$ cat config.mk
export PLATFORM = sky130hd
export DESIGN_NAME = fc_neuron_seq
export DESIGN_NICKNAME = d
export VERILOG_FILES = /design/src/rtl/fc_neuron_seq_pkg.sv /design/src/rtl/fc_neuron_seq_mac_lane.sv /design/src/rtl/fc_neuron_seq.sv
export SDC_FILE = /design/constraint.sdc
export NUM_CORES = 2
export LEC_CHECK = 0
export ABC_AREA = 0
export CORE_ASPECT_RATIO = 2
export CORE_MARGIN = 1
export CORE_UTILIZATION = 55
export CTS_CLUSTER_DIAMETER = 150
export CTS_CLUSTER_SIZE = 24
export DETAILED_ROUTE_END_ITERATION = 10
export PLACE_DENSITY = 0.71
export REMOVE_ABC_BUFFERS = 1
export SLEW_MARGIN = 20
export SYNTH_ARGS = -nofsm -noshare
export SYNTH_HDL_FRONTEND = slang
export SYNTH_HIERARCHICAL = 1
export SYNTH_SLANG_ARGS = --single-unit
$ cat constraint.sdc
create_clock -name clk -period 14.89 [get_ports clk]
set_input_delay 2.2335 -clock clk [delete_from_list [all_inputs] [get_ports clk]]
set_output_delay 2.2335 -clock clk [all_outputs]
set_load 0.005 [all_outputs]
$ cat src/rtl/fc_neuron_seq_pkg.sv
// Shared types and width helpers for the time-multiplexed fully-connected neuron slice.
package fc_pkg;

    // Control states: wait for a vector, stream it, flush the multiply pipe, hold the result.
    typedef enum logic [1:0] {
        IDLE  = 2'd0,
        ACCUM = 2'd1,
        DRAIN = 2'd2,
        OUT   = 2'd3
    } fc_state_t;

    // Accumulator width that cannot overflow for in_len products of two width-bit signed values.
    function automatic int acc_w(input int width, input int in_len);
        return 2 * width + $clog2(in_len);
    endfunction

endpackage

$ cat src/rtl/fc_neuron_seq_mac_lane.sv
// One neuron lane: registered signed multiply, sign-extending accumulator, optional ReLU on the output.
module fc_mac_lane #(
    parameter int WIDTH   = 8,
    parameter int ACC_W   = 18,
    parameter bit RELU_EN = 1'b1
) (
    input  logic               clk,
    input  logic               rst_n,
    input  logic               beat,
    input  logic [WIDTH-1:0]   x_data,
    input  logic [WIDTH-1:0]   w_data,
    input  logic               acc_en,
    input  logic               acc_load,
    output logic [ACC_W-1:0]   z_data
);

    logic signed [2*WIDTH-1:0] prod_reg;
    logic signed [ACC_W-1:0]   acc_reg;
    logic signed [ACC_W-1:0]   prod_ext;

    assign prod_ext = {{(ACC_W-2*WIDTH){prod_reg[2*WIDTH-1]}}, prod_reg};

    // Stage 1: capture the full-precision product of the accepted activation and its weight.
    always_ff @(posedge clk or negedge rst_n) begin
        if (!rst_n) begin
            prod_reg <= '0;
        end else if (beat) begin
            prod_reg <= $signed(x_data) * $signed(w_data);
        end
    end

    // Stage 2: the first product of a vector overwrites the accumulator, later ones add to it.
    always_ff @(posedge clk or negedge rst_n) begin
        if (!rst_n) begin
            acc_reg <= '0;
        end else if (acc_en) begin
            acc_reg <= acc_load ? prod_ext : acc_reg + prod_ext;
        end
    end

    assign z_data = (RELU_EN && acc_reg[ACC_W-1]) ? '0 : acc_reg;

endmodule

$ cat src/rtl/fc_neuron_seq.sv
// Fully-connected layer slice: N_OUT neurons share one streamed activation vector and a weight RAM.
module fc_neuron_seq
    import fc_pkg::*;
#(
    parameter int WIDTH   = 8,
    parameter int IN      = 128,
    parameter int N_OUT   = 4,
    parameter bit RELU_EN = 1'b1,
    parameter int AW      = $clog2(IN),
    parameter int ACC_W   = acc_w(WIDTH, IN)
) (
    input  logic                   clk,
    input  logic                   rst_n,
    input  logic                   w_we,
    input  logic [AW-1:0]          w_addr,
    input  logic [N_OUT*WIDTH-1:0] w_data,
    output logic                   w_ready,
    input  logic                   x_valid,
    output logic                   x_ready,
    input  logic [WIDTH-1:0]       x_data,
    output logic                   z_valid,
    input  logic                   z_ready,
    output logic [N_OUT*ACC_W-1:0] z_data
);

    fc_state_t state_reg, state_next;
    logic [AW-1:0]          idx_reg;
    logic                   x_ready_reg;
    logic                   w_ready_reg;
    logic                   s1_valid_reg;
    logic                   s1_first_reg;
    logic                   beat;
    logic                   last_beat;
    logic [N_OUT*WIDTH-1:0] w_mem [IN];
    logic [N_OUT*WIDTH-1:0] w_row;

    assign beat      = x_valid && x_ready_reg;
    assign last_beat = beat && (idx_reg == AW'(IN - 1));
    assign x_ready   = x_ready_reg;
    assign w_ready   = w_ready_reg;
    assign z_valid   = (state_reg == OUT);
    assign w_row     = w_mem[idx_reg];

    // Next-state: DRAIN waits for the last product to reach the accumulators before presenting.
    always_comb begin
        state_next = state_reg;
        case (state_reg)
            IDLE:    if (beat) state_next = ACCUM;
            ACCUM:   if (last_beat) state_next = DRAIN;
            DRAIN:   if (!s1_valid_reg) state_next = OUT;
            OUT:     if (z_ready) state_next = IDLE;
            default: state_next = IDLE;
        endcase
    end

    // State, handshake readies (registered from the next state) and the input index counter.
    always_ff @(posedge clk or negedge rst_n) begin
        if (!rst_n) begin
            state_reg    <= IDLE;
            x_ready_reg  <= 1'b0;
            w_ready_reg  <= 1'b1;
            idx_reg      <= '0;
            s1_valid_reg <= 1'b0;
            s1_first_reg <= 1'b0;
        end else begin
            state_reg    <= state_next;
            x_ready_reg  <= (state_next == IDLE) || (state_next == ACCUM);
            w_ready_reg  <= (state_next == IDLE);
            s1_valid_reg <= beat;
            s1_first_reg <= beat && (idx_reg == '0);
            if (beat) begin
                idx_reg <= (idx_reg == AW'(IN - 1)) ? '0 : idx_reg + 1'b1;
            end
        end
    end

    // Weight RAM write port: rows are only accepted while idle; out-of-range rows are dropped.
    always_ff @(posedge clk) begin
        if (w_we && w_ready_reg && (int'(w_addr) < IN)) begin
            w_mem[w_addr] <= w_data;
        end
    end

    genvar gi;
    generate
        for (gi = 0; gi < N_OUT; gi++) begin : g_lane
            fc_mac_lane #(
                .WIDTH   (WIDTH),
                .ACC_W   (ACC_W),
                .RELU_EN (RELU_EN)
            ) u_lane (
                .clk      (clk),
                .rst_n    (rst_n),
                .beat     (beat),
                .x_data   (x_data),
                .w_data   (w_row[gi*WIDTH +: WIDTH]),
                .acc_en   (s1_valid_reg),
                .acc_load (s1_first_reg),
                .z_data   (z_data[gi*ACC_W +: ACC_W])
            );
        end
    endgenerate

endmodule
==> results.ini <==
[clock_tree]
cts_sinks=4265
post_cts_buffers=0
htreeDepth=4
numCtsBuffers=203
cts_resized=0
cts_hold_buf=0
clock_latency_ns=0.97
clk_pin_slew_ns=0.11
clk_path_buf_depth=4
cts_tree=done
cts-root-buf=clkbuf_16

[timing]
period_minus_slack_ns=9.61
finalCritPeriodShare_pct=64.6
relSlewSlack_pct=7.70
hold_violations=0
worst_pin_slew_ns=1.38
rsz0062_at_grt=false
slew_violations=0
fin_ws_ns=5.28
finClkSkew_ns=0.0752
setup_viol=0
max_freq_mhz=104

[drt]
routedWlPerCell_um=34.9
via_per_inst=6.63
ant_nets=0
vias=95500
firstDrtPassIters=6
drc=0
drtIter0Drc=11900
finalWirelength_mm=502

[synthesis]
yosysMostFrequentCell=edfxtp_1
yosys-top-cells-area=edfxtp_1, mux4_2, fa_1
yosysTopAreaCell=edfxtp_1
syn_avg_cell_area_um2=18.3
synth-edff-count=4096
synth-seq-cells=4265
synth.cell_area_um2=180000
synth_cells=9806
synth_seq_area_share_pct=70.8
synthTopCellsByCount=edfxtp_1, mux4_2, nand2_1
yosysUniqueCellTypes=100
synthFlopType=edfxtp_1
yosysWarningCount=6
synth_top_area_share_pct=68.4
async_reset_ff_share_pct=3.96

[worst_setup_path]
r2r_slack_ns=5.28
path_max_fanout=103
cp.arrival_ns=10.45
slowest_delay_ns=1.05
critPathBufInv=6
worst-setup-path-type=flop to flop
slowest_stage=a311oi_1
startpoint=idx_reg[2]
r2r_cells=23
r2r-end=g_lane[0].u_lane/prod_reg[15]
crit_family=compound AO/OA/AOI/OAI gates
cp_common_cell=fa_1
end_kind=flop
rr_startpoint=idx_reg[2]
worst-endpoint-required_ns=15.72
start_kind=flop
worstPathCellList=buf_12 -> buf_4 -> buf_4 -> mux4_2 -> nand2_1 -> a311oi_1 -> nor4_1 -> a32oi_1 -> inv_1 -> nor2_1 -> fa_1 -> fa_1 -> fa_1 -> inv_1 -> fa_1 -> inv_1 -> ha_1 -> or2_2 -> a21oi_1 -> o31ai_1 -> o41ai_1 -> xnor2_1 -> mux2_2

[outcome]
status=finished clean

[layout]
fin_util_pct=59.6
nets=10500
fin_cells=14400
n_fill_cell=23200
layout-drive-gt1-share_pct=18.8
largest_reg_flops=4096
final_cell_area_um2=194000
area_delta_synth_final_pct=7.68

[run]
drv_cap=0

[floorplanning]
row_count=296
dieArea_um2=329000
io_pins=147
design.core.area_um2=325000
die_x_um=406
initial_utilization_pct=55.3
fp.dieH_um=810

[grt]
grt_pass1_vias=97700
grt_usage_pct=30.6
grt_start_max_net_pins=132
antenna_found_initial=45
grt_overflow=0
grt_pass1_wl_mm=707

[placed_design]
hpwlAfterDp_mm=312
pre_cts_ws_ns=5.31
portBuffers=142
dp_cells=14100
place.gp.congestion=0.906
dpl_cell_area_um2=188000

[worst_hold_path]
min_to=g_lane[1].u_lane/prod_reg[7]
hold_start=g_lane[1].u_lane/prod_reg[7]
hp-class=flop to flop
holdPathStages=1

-- worst register-to-register path, cell delays in order, from the launching register on --
cell and delay (ns):
dfrtp_4 0.48, buf_12 0.59, buf_4 0.73, buf_4 0.79, mux4_2 0.43, nand2_1 0.05
a311oi_1 1.05, nor4_1 0.32, a32oi_1 0.77, inv_1 0.21, nor2_1 0.20, fa_1 0.44
fa_1 0.54, fa_1 0.56, inv_1 0.06, fa_1 0.53, inv_1 0.04, ha_1 0.33
or2_2 0.28, a21oi_1 0.20, o31ai_1 0.14, o41ai_1 0.33, xnor2_1 0.13, mux2_2 0.28
-- per-stage QoR --
stage | TNS [ns] | hold WS (ns)
finish | 0 | 0.535
global route | 0 | 0.558
CTS | 0 | 0.538
detailed placement | 0 | 0.513
global placement | 0 | 0.497
floorplan | -2329.10 | 0.468
-- per-layer routing --
metal / routed length (um) / track usage, %
met1: 161000 / 34.2
met2: 257000 / 53.0
met3: 37600 / 4.17
met4: 46200 / 23.1
met5: 167 / 0
-- worst max-delay path by stage --
stage	cells past startpoint	slack, ns	endpoint
CTS	24	5.35	g_lane[1].u_lane/prod_reg[15]
floorplan	20	-32.93	g_lane[1].u_lane/prod_reg[15]
global route	25	4.95	g_lane[1].u_lane/prod_reg[15]
finish	23	5.28	g_lane[0].u_lane/prod_reg[15]
global placement	25	4.85	g_lane[3].u_lane/prod_reg[14]
detailed placement	24	5.31	g_lane[1].u_lane/prod_reg[15]
-- cell type report --
class	count	area, um2	area share [%]
antenna	14	35.0	0.0181
clock buffer	275	5390	2.79
clock inverter	7	90.1	0.0466
inverter	388	1470	0.762
multi-input combinational	4665	49800	25.8
sequential	4265	127000	65.8
tap	4321	5410	2.79
timing repair buffer	464	4030	2.08
-- cells by family after synthesis --
| kind of cell | synth area share [%] |
|---|---|
| compound gates | 4.06 |
| xor+xnor | 0.560 |
| fa+ha+maj | 3.93 |
| buf+inv | 2.12 |
| flops | 70.8 |
| mux | 14.5 |
| other cells | 0.00835 |
| simple gates | 4.06 |
-- layout by cell type, fill, tap and decap left out, drive strengths merged, types with 102 or more instances in the layout --
cell,count
fa,224
dfrtp,168
mux4,915
a31oi,102
clkdlybuf4s50,109
mux2,182
and2,190
nand3,123
inv,391
mux2i,334
o21ai,213
edfxtp,4096
buf,354
ha,206
clkbuf,276
a21oi,332
nor2b,113
nand2,551
nor2,363
Power is left out: the tool's default activity adds up to more than one toggle a clock period on the data nets, which glitch-free logic cannot reach.
